===== config.mk =====
export PLATFORM = sky130hd
export DESIGN_NAME = coffee_sched
export DESIGN_NICKNAME = d
export VERILOG_FILES = /design/src/rtl/coffee_pkg.sv /design/src/rtl/coffee_phase_timer.sv /design/src/rtl/coffee_sched.sv
export SDC_FILE = /design/constraint.sdc
export NUM_CORES = 1
export LEC_CHECK = 0
export BUFFER_PORTS_ARGS = -buffer_cell sky130_fd_sc_hd__buf_2
export CORE_AREA = 2 2 39 41
export CTS_CLUSTER_SIZE = 16
export DETAILED_ROUTE_END_ITERATION = 8
export DIE_AREA = 0 0 41 43
export PLACE_DENSITY = 0.66
export SYNTH_ARGS = -nofsm -noshare
export SYNTH_HDL_FRONTEND = slang
export SYNTH_HIERARCHICAL = 1
export SYNTH_SLANG_ARGS = --single-unit
export TNS_END_PERCENT = 1

===== constraint.sdc =====
create_clock -name clock -period 1.5 [get_ports clock]
set_input_delay 0.15 -clock clock [delete_from_list [all_inputs] [get_ports clock]]
set_output_delay 0.15 -clock clock [all_outputs]
set_load 0.02 [all_outputs]

===== src/rtl/coffee_pkg.sv =====
// Shared definitions for the two-user coffee machine scheduler.
package coffee_pkg;

  localparam logic [1:0] IDLE = 2'b00;
  localparam logic [1:0] WARM = 2'b01;
  localparam logic [1:0] BREW = 2'b10;
  localparam logic [1:0] DONE = 2'b11;

  typedef logic req_idx_t;

  function automatic logic [1:0] onehot(input req_idx_t idx);
    return idx ? 2'b10 : 2'b01;
  endfunction

endpackage


===== src/rtl/coffee_phase_timer.sv =====
// Phase counter for the warm-up and brew phases, with terminal-count compare
// against a limit chosen by the scheduler each cycle.
module coffee_phase_timer
  import coffee_pkg::*;
#(
  parameter int CNT_W = 4
) (
  input  logic             clock,
  input  logic             reset,
  input  logic             clear,
  input  logic             en,
  input  logic [CNT_W-1:0] limit,
  output logic             tc
);

  logic [CNT_W-1:0] cnt_reg;

  always_ff @(posedge clock) begin
    if (!reset) begin
      cnt_reg <= '0;
    end else if (clear) begin
      cnt_reg <= '0;
    end else if (en) begin
      cnt_reg <= cnt_reg + CNT_W'(1);
    end
  end

  assign tc = (cnt_reg == limit);

endmodule


===== src/rtl/coffee_sched.sv =====
// Round-robin arbiter for the shared coffee machine: grants one requester,
// sequences warm-up then brew on the machine inputs, and pulses done.
module coffee_sched
  import coffee_pkg::*;
#(
  parameter int WARM_CYCLES = 4,
  parameter int BREW_CYCLES = 8,
  parameter int CNT_W       = 4
) (
  input  logic       clock,
  input  logic       reset,
  input  logic [1:0] req,
  input  logic       cancel,
  output logic       on,
  output logic       gen,
  output logic [1:0] grant,
  output logic [1:0] done,
  output logic       busy,
  output logic [1:0] state_reg
);

  logic [1:0]       state_next;
  req_idx_t         owner_reg, owner_next;
  req_idx_t         last_reg, last_next;
  logic             cnt_clear, cnt_en, tc;
  logic [CNT_W-1:0] limit;
  logic [1:0]       owner_hot;

  assign limit = (state_reg == BREW) ? CNT_W'(BREW_CYCLES - 1) : CNT_W'(WARM_CYCLES - 1);

  coffee_phase_timer #(.CNT_W(CNT_W)) u_timer (
    .clock (clock),
    .reset (reset),
    .clear (cnt_clear),
    .en    (cnt_en),
    .limit (limit),
    .tc    (tc)
  );

  always_comb begin
    state_next = state_reg;
    owner_next = owner_reg;
    last_next  = last_reg;
    cnt_clear  = 1'b0;
    cnt_en     = 1'b0;
    case (state_reg)
      IDLE: begin
        if (req != 2'b00) begin
          // On a tie the requester that was not served last wins.
          owner_next = (req == 2'b11) ? ~last_reg : req[1];
          cnt_clear  = 1'b1;
          state_next = WARM;
        end
      end
      WARM, BREW: begin
        if (cancel) begin
          state_next = IDLE;
          cnt_clear  = 1'b1;
          last_next  = owner_reg;
        end else if (tc) begin
          cnt_clear  = 1'b1;
          state_next = (state_reg == WARM) ? BREW : DONE;
        end else begin
          cnt_en = 1'b1;
        end
      end
      DONE: begin
        last_next  = owner_reg;
        state_next = IDLE;
      end
      default: state_next = IDLE;
    endcase
  end

  always_ff @(posedge clock) begin
    if (!reset) begin
      state_reg <= IDLE;
      owner_reg <= 1'b0;
      last_reg  <= 1'b1;
    end else begin
      state_reg <= state_next;
      owner_reg <= owner_next;
      last_reg  <= last_next;
    end
  end

  assign busy      = (state_reg != IDLE);
  assign on        = (state_reg == WARM) || (state_reg == BREW);
  assign gen       = (state_reg == BREW);
  assign owner_hot = onehot(owner_reg);

  genvar gi;
  generate
    for (gi = 0; gi < 2; gi++) begin : g_req
      assign grant[gi] = busy && owner_hot[gi];
      assign done[gi]  = (state_reg == DONE) && owner_hot[gi];
    end
  endgenerate

endmodule


==> results of run 1 <==
## area by class of cell
| type | instances | area, um2 |
|---|---|---|
| tap | 16 | 20.0 |
| clock buffer | 4 | 26.3 |
| multi-input combinational | 49 | 447 |
| timing repair buffer | 25 | 168 |
| inverter | 3 | 13.8 |
| fill | 122 | 544 |
| sequential | 8 | 165 |
## worst max path at each step
stage and end:
6_report u_timer/cnt_reg[3], 5_1_grt u_timer/cnt_reg[3], 4_1_cts u_timer/cnt_reg[3], 3_5_place_dp u_timer/cnt_reg[3]
3_3_place_gp u_timer/cnt_reg[3], 2_1_floorplan u_timer/cnt_reg[0]
## worst register-to-register path: cells and delay by family, from the launching register on
| family | cells | cell delay (ps) |
|---|---|---|
| compound gates | 2 | 220 |
| xor+xnor | 1 | 140 |
| fa+ha+maj | 1 | 130 |
| buf+inv | 2 | 200 |
| flops | 1 | 350 |
| mux | 1 | 120 |
| simple gates | 2 | 410 |
## cells by family after synthesis
family                   after synthesis  share of synthesized area (%)
XOR/XNOR                               5                           8.25
AND/OR/NAND/NOR                       21                           25.7
AO/OA/AOI/OAI                         11                           13.0
multiplexers                           4                           7.55
adder cells (fa/ha/maj)                5                           11.8
other                                  2                           1.42
flip-flops                             8                           30.2
buffers and inverters                  3                           2.12
## metrics by stage
step           setup TNS, ps  cells
6_report                -554    105
5_1_grt                -1200    105
4_1_cts                 -654    105
3_5_place_dp            -703     99
3_3_place_gp            -520     99
2_1_floorplan           -987     60
## per-layer routing
metal / vias to the layer above / wire length (um)
met5: - / 0
met4: 0 / 6
met3: 2 / 20
met2: 6 / 696
met1: 229 / 540
li1: 261 / -
## cells in the mapped netlist (all sizes together)
master	instances	area [um2]
dfxtp	8	160
ha	5	62.6
o21ai	5	25.0
mux2i	4	40.0
nor2b	4	25.0
xor2	4	35.0
a21oi	3	15.0
inv	3	11.3
nand2	3	11.3
nor2	3	11.3
conb	2	7.51
nand2b	2	12.5
nand3b	2	15.0
nor3b	2	25.0
or3b	2	17.5
a21bo	1	10.0
a32oi	1	8.76
and2	1	6.26
nand4	1	6.26
nor4	1	6.26
o311a	1	10.0
xnor2	1	8.76
## repair_timing
action,CTS,global route
resized for setup,4,8
pin swaps,7,3
buffers inserted,2,0
setup endpoints to repair,8,11
## power by group through the flow
stage,combinational [mW],clock (mW),sequential [mW]
floorplan,0.149,0,0.253
global placement,0.240,0,0.243
detailed placement,0.242,0,0.244
CTS,0.265,0.193,0.239
global route,0.307,0.209,0.241
finish,0.283,0.192,0.239
==> results by group, run 1 <==
Power
  • Sw power: 0.239 mW
  • Static leakage: 0.394 nW
  • Design Power: 0.713 mW
  • Pwr/cell area: 850 nW/um2
  • Int Power: 0.474 mW
  • Part of the power in combinational logic: 39.6%
  • Power share of the sequential group: 33.5%
  • Maximum vdd drop: 0.574 mV
  • Clock Power Share: 26.9%
  • Sw frac: 33.5%

Setup path
  • R2r setup slk: -150 ps
  • CP Launch Point: state_reg[0]
  • CP arrival: 1830 ps
  • Crit Reg-Reg Startpoint: state_reg[0]
  • Cell Chain, Critical Path: inv_4, ha_4, xor2_2, nor4_2, buf_4, o21ai_2, a21oi_2, or3b_1, mux2i_1
  • Stages on worst setup path: 9
  • Max incr delay on CP: 350 ps
  • CP Data Required Time: 1690 ps
  • CP endpoint kind: register
  • Startpoint types: register
  • CP Max Fanout: 3
  • FF-to-FF End: u_timer/cnt_reg[3]
  • Worst Reg2Reg Path Length in Cells: 9
  • Worst Path Buf+Inv: 2
  • Slowest CP cell: dfxtp_4
  • Worst path top cell family by delay: simple AND/OR/NAND/NOR gates
  • Setup CP Type: register to register

Yosys
  • #FFs+latches synth: 8
  • Seq/Total Area, Yosys: 30.2%
  • Cell Area, Synth: 531 um2
  • Synth Instances: 59
  • Syn avg cell area: 8.99 um2
  • Synth warn: 6
  • Cell variety after synth: 22

CTS
  • H-tree depth: 1
  • Max Root-Sink Buffers: 2
  • Clock transition at path regs: 70 ps
  • CTS root buf: clkbuf_4
  • Hold buffer count at cts: 0
  • Clock sink total: 8
  • Worst skew pair latency: 260 ps
  • Num CTS Buffers: 3
  • CTS tree: done

STA
  • Hold Fails Final Rpt: 0
  • Final worst setup slack: -147 ps
  • RSZ-0062 raised after global routing: yes
  • Final clock period utilization by the worst path: 110%
  • Setup Viol. Count Final: 6
  • Worst Clk Skew: 8.69 ps
  • Fin Hold WS: 135 ps
  • Final Critical Period: 1650 ps
  • Pins Over Slew Limit: 0
  • Fmax: 607 MHz

Final layout
  • Commonest cells after routing, fill and taps aside: buf_4, buf_2, dfxtp_1
  • Most common cell after layout, fill and taps aside: buf_4
  • N_diodes: 0
  • Area growth syn-to-layout: 58.3%
  • Max reg flops: 4
  • Final Core Density: 60.7%
  • Layout cell share with drive strength beyond 1: 49.4%
  • Final nets: 100
  • Design area: 840 um2

Place
  • Dpl cell area: 737 um2
  • HPWL after DPL: 866 um
  • Port Buffers: 13
  • GPL Wtd Cong: 0.685
  • Placement Setup Slack: -172 ps

Hold path
  • Worst hold-check path type: input port to register
  • Hold path startpoint: reset
  • Hold Path Sink: last_reg
  • Hold Crit Depth: 2

Global route
  • Global route hottest layer: met2
  • Gr usage total: 15.8%
  • Met3 Usage GRT: 3.14%
  • Initial antenna violation count: 0
  • Vias in the first global route: 495
  • GRT met1 Usage: 16.2%
  • Largest net degree at the start of global routing: 8
  • Grt ovf: 0
  • Global-route wire length before repair: 1890 um
  • Met2 usage: 28.7%

Detailed routing
  • Via-per-instance ratio: 4.74
  • Via count: 498
  • First-pass DRT Iterations: 4
  • Routed wire length: 1260 um
  • Initial drt markers: 7
  • Remaining antenna violation count: 0
  • Mean routed wirelength per cell: 12.0 um
  • DRC: 0

Floorplanning
  • Chip Width: 41 um
  • Die area: 1760 um2
  • Row Count: 14
  • Die Ht: 43 um
  • Core area: 1380 um2
  • # IOs: 14
  • Initial Utilization: 38.3%

Flow run
  • Max cap viols: 0

Run status
  • Violated checks: setup timing
  • Status: complete, but fails checks
Power figures use the tool's default switching activity.
==> run 2: changes to the inputs <==
--- a/config.mk
+++ b/config.mk
@@ -10,7 +10,6 @@
 export CTS_CLUSTER_SIZE = 16
 export DETAILED_ROUTE_END_ITERATION = 8
 export DIE_AREA = 0 0 41 43
-export PLACE_DENSITY = 0.66
 export SYNTH_ARGS = -nofsm -noshare
 export SYNTH_HDL_FRONTEND = slang
 export SYNTH_HIERARCHICAL = 1
==> constraint.sdc (replaced) <==
create_clock -name clock -period 1.93 [get_ports clock]
set_input_delay 0.386 -clock clock [delete_from_list [all_inputs] [get_ports clock]]
set_output_delay 0.386 -clock clock [all_outputs]
set_load 0.02 [all_outputs]
==> run 2 against run 1 <==
Net effect:
- the flow now finishes without violations
- die area did not move
- core utilization fell by 11 points
- global-route usage fell by 3.3 points
- combinational power fell by 41%
- largest cell class unchanged
==> results by group, run 2 (synthesis gave the netlist of run 1 again) <==
Run status
  • Status: finished, final reports clean

Setup path
  • CP endpoint kind: register
  • Setup CP Type: register to register
  • Worst Path Buf+Inv: 1
  • Max incr delay on CP: 380 ps
  • CP Max Fanout: 3
  • Worst Reg2Reg Path Length in Cells: 8
  • Startpoint types: register
  • Slowest CP cell: nor4_4
  • Worst path top cell family by delay: simple AND/OR/NAND/NOR gates
  • CP Launch Point: state_reg[0]
  • CP arrival: 1900 ps
  • Crit Reg-Reg Startpoint: state_reg[0]
  • FF-to-FF End: u_timer/cnt_reg[2]
  • R2r setup slk: 170 ps
  • Cell Chain, Critical Path: inv_1, ha_2, xor2_1, nor4_4, o21ai_1, a21oi_2, nand2b_4, a21oi_1
  • CP Data Required Time: 2070 ps

Global route
  • Initial antenna violation count: 0
  • Global-route wire length before repair: 1390 um
  • Grt ovf: 0
  • Gr usage total: 12.6%
  • Vias in the first global route: 353
  • Largest net degree at the start of global routing: 8

STA
  • Fin Hold WS: 369 ps
  • Hold Fails Final Rpt: 0
  • RSZ-0062 raised after global routing: no
  • Final clock period utilization by the worst path: 91.3%
  • Fmax: 567 MHz
  • Pins Over Slew Limit: 0
  • Worst Clk Skew: 10.4 ps
  • Setup TNS: 0 ps
  • Final Critical Period: 1760 ps
  • Setup Viol. Count Final: 0

Final layout
  • Fillers: 145
  • N_diodes: 0
  • Final nets: 89
  • Commonest cells after routing, fill and taps aside: buf_2, dfxtp_1
  • Most common cell after layout, fill and taps aside: buf_2
  • Area growth syn-to-layout: 29.2%
  • Area of the multi-input gates: 398 um2
  • Layout cell share with drive strength beyond 1: 32.5%
  • Seq. cell area: 161 um2
  • Max reg flops: 4
  • Final cell count without fillers: 93

Power
  • Pwr/cell area: 702 nW/um2
  • Design Power: 0.481 mW
  • Maximum vdd drop: 0.471 mV
  • Static leakage: 0.332 nW

Detailed routing
  • First-pass DRT Iterations: 3
  • DRC: 0
  • Via-per-instance ratio: 4.95
  • Via count: 460
  • Mean routed wirelength per cell: 10.7 um
  • Initial drt markers: 7
  • Remaining antenna violation count: 0
  • Routed wire length: 996 um

Hold path
  • Hold Crit Depth: 2
  • Hold Path Sink: last_reg
  • Worst hold-check path type: input port to register
  • Hold path startpoint: reset

Floorplanning
  • Initial Utilization: 38.3%
  • Die area: 1760 um2
  • Core area: 1380 um2
  • # IOs: 14
  • Row Count: 14
  • Die Ht: 43 um
  • Chip Width: 41 um

Place
  • HPWL after DPL: 729 um
  • GPL Wtd Cong: 0.714
  • Placed Cells: 89
  • Port Buffers: 13

CTS
  • CTS tree: done
  • H-tree depth: 1
  • Max Root-Sink Buffers: 2
  • Num CTS Buffers: 3
  • Clock transition at path regs: 60 ps
  • Worst skew pair latency: 260 ps
  • Clock sink total: 8
  • CTS root buf: clkbuf_4

Flow run
  • Max cap viols: 0
==> run 2: cell count changes in the layout (fill, tap and decap cells not counted), moves of 2 or more <==
cell	delta
buf_2	+2
ha_4	-3
buf_6	-2
buf_4	-11
ha_1	+2
==> run 2: what timing repair did <==
action                     in CTS  in global routing
resized for setup               0                  7
buffers inserted                0                  1
setup endpoints to repair       0                  5
hold buffers                    0                  0
==> run 2: worst max-delay path by stage <==
stage / end / slack [ps] / cells past startpoint
finish: u_timer/cnt_reg[2] / 170 / 8
CTS: u_timer/cnt_reg[3] / 60 / 7
detailed placement: u_timer/cnt_reg[3] / 90 / 7
global route: u_timer/cnt_reg[3] / 2 / 8
global placement: u_timer/cnt_reg[3] / 140 / 7
floorplan: u_timer/cnt_reg[3] / 20 / 7
==> run 2: area by class of cell <==
cell class	count	share of cell area (%)
Timing Repair Buffer	14	10.6
Inverter	3	1.64
Tap cell	16	2.92
Clock buffer	3	3.28
Multi-Input combinational cell	49	58.0
Sequential cell	8	23.5
==> run 2: routing by layer <==
metal / up-vias / wire [um] / GRT usage [%]
li1: 240 / - / -
met1: 205 / 424 / 12.9
met2: 13 / 480 / 18.1
met3: 2 / 77 / 9.42
met4: 0 / 13 / 6.00
met5: - / 0 / 0
==> run 2: per-stage QoR <==
step           area (um2)  util, %  setup slack, ps
6_report              686     49.5              167
5_1_grt               686     49.5             1.80
4_1_cts               648     46.8             62.5
3_5_place_dp          626     45.2             87.5
3_3_place_gp          626     45.2              135
2_1_floorplan         541        -             23.9
==> run 2: where the power goes <==
| group | internal, mW | switching [mW] |
|---|---|---|
| combinational | 0.0743 | 0.0917 |
| sequential | 0.176 | 0.00871 |
| clock | 0.0713 | 0.0587 |
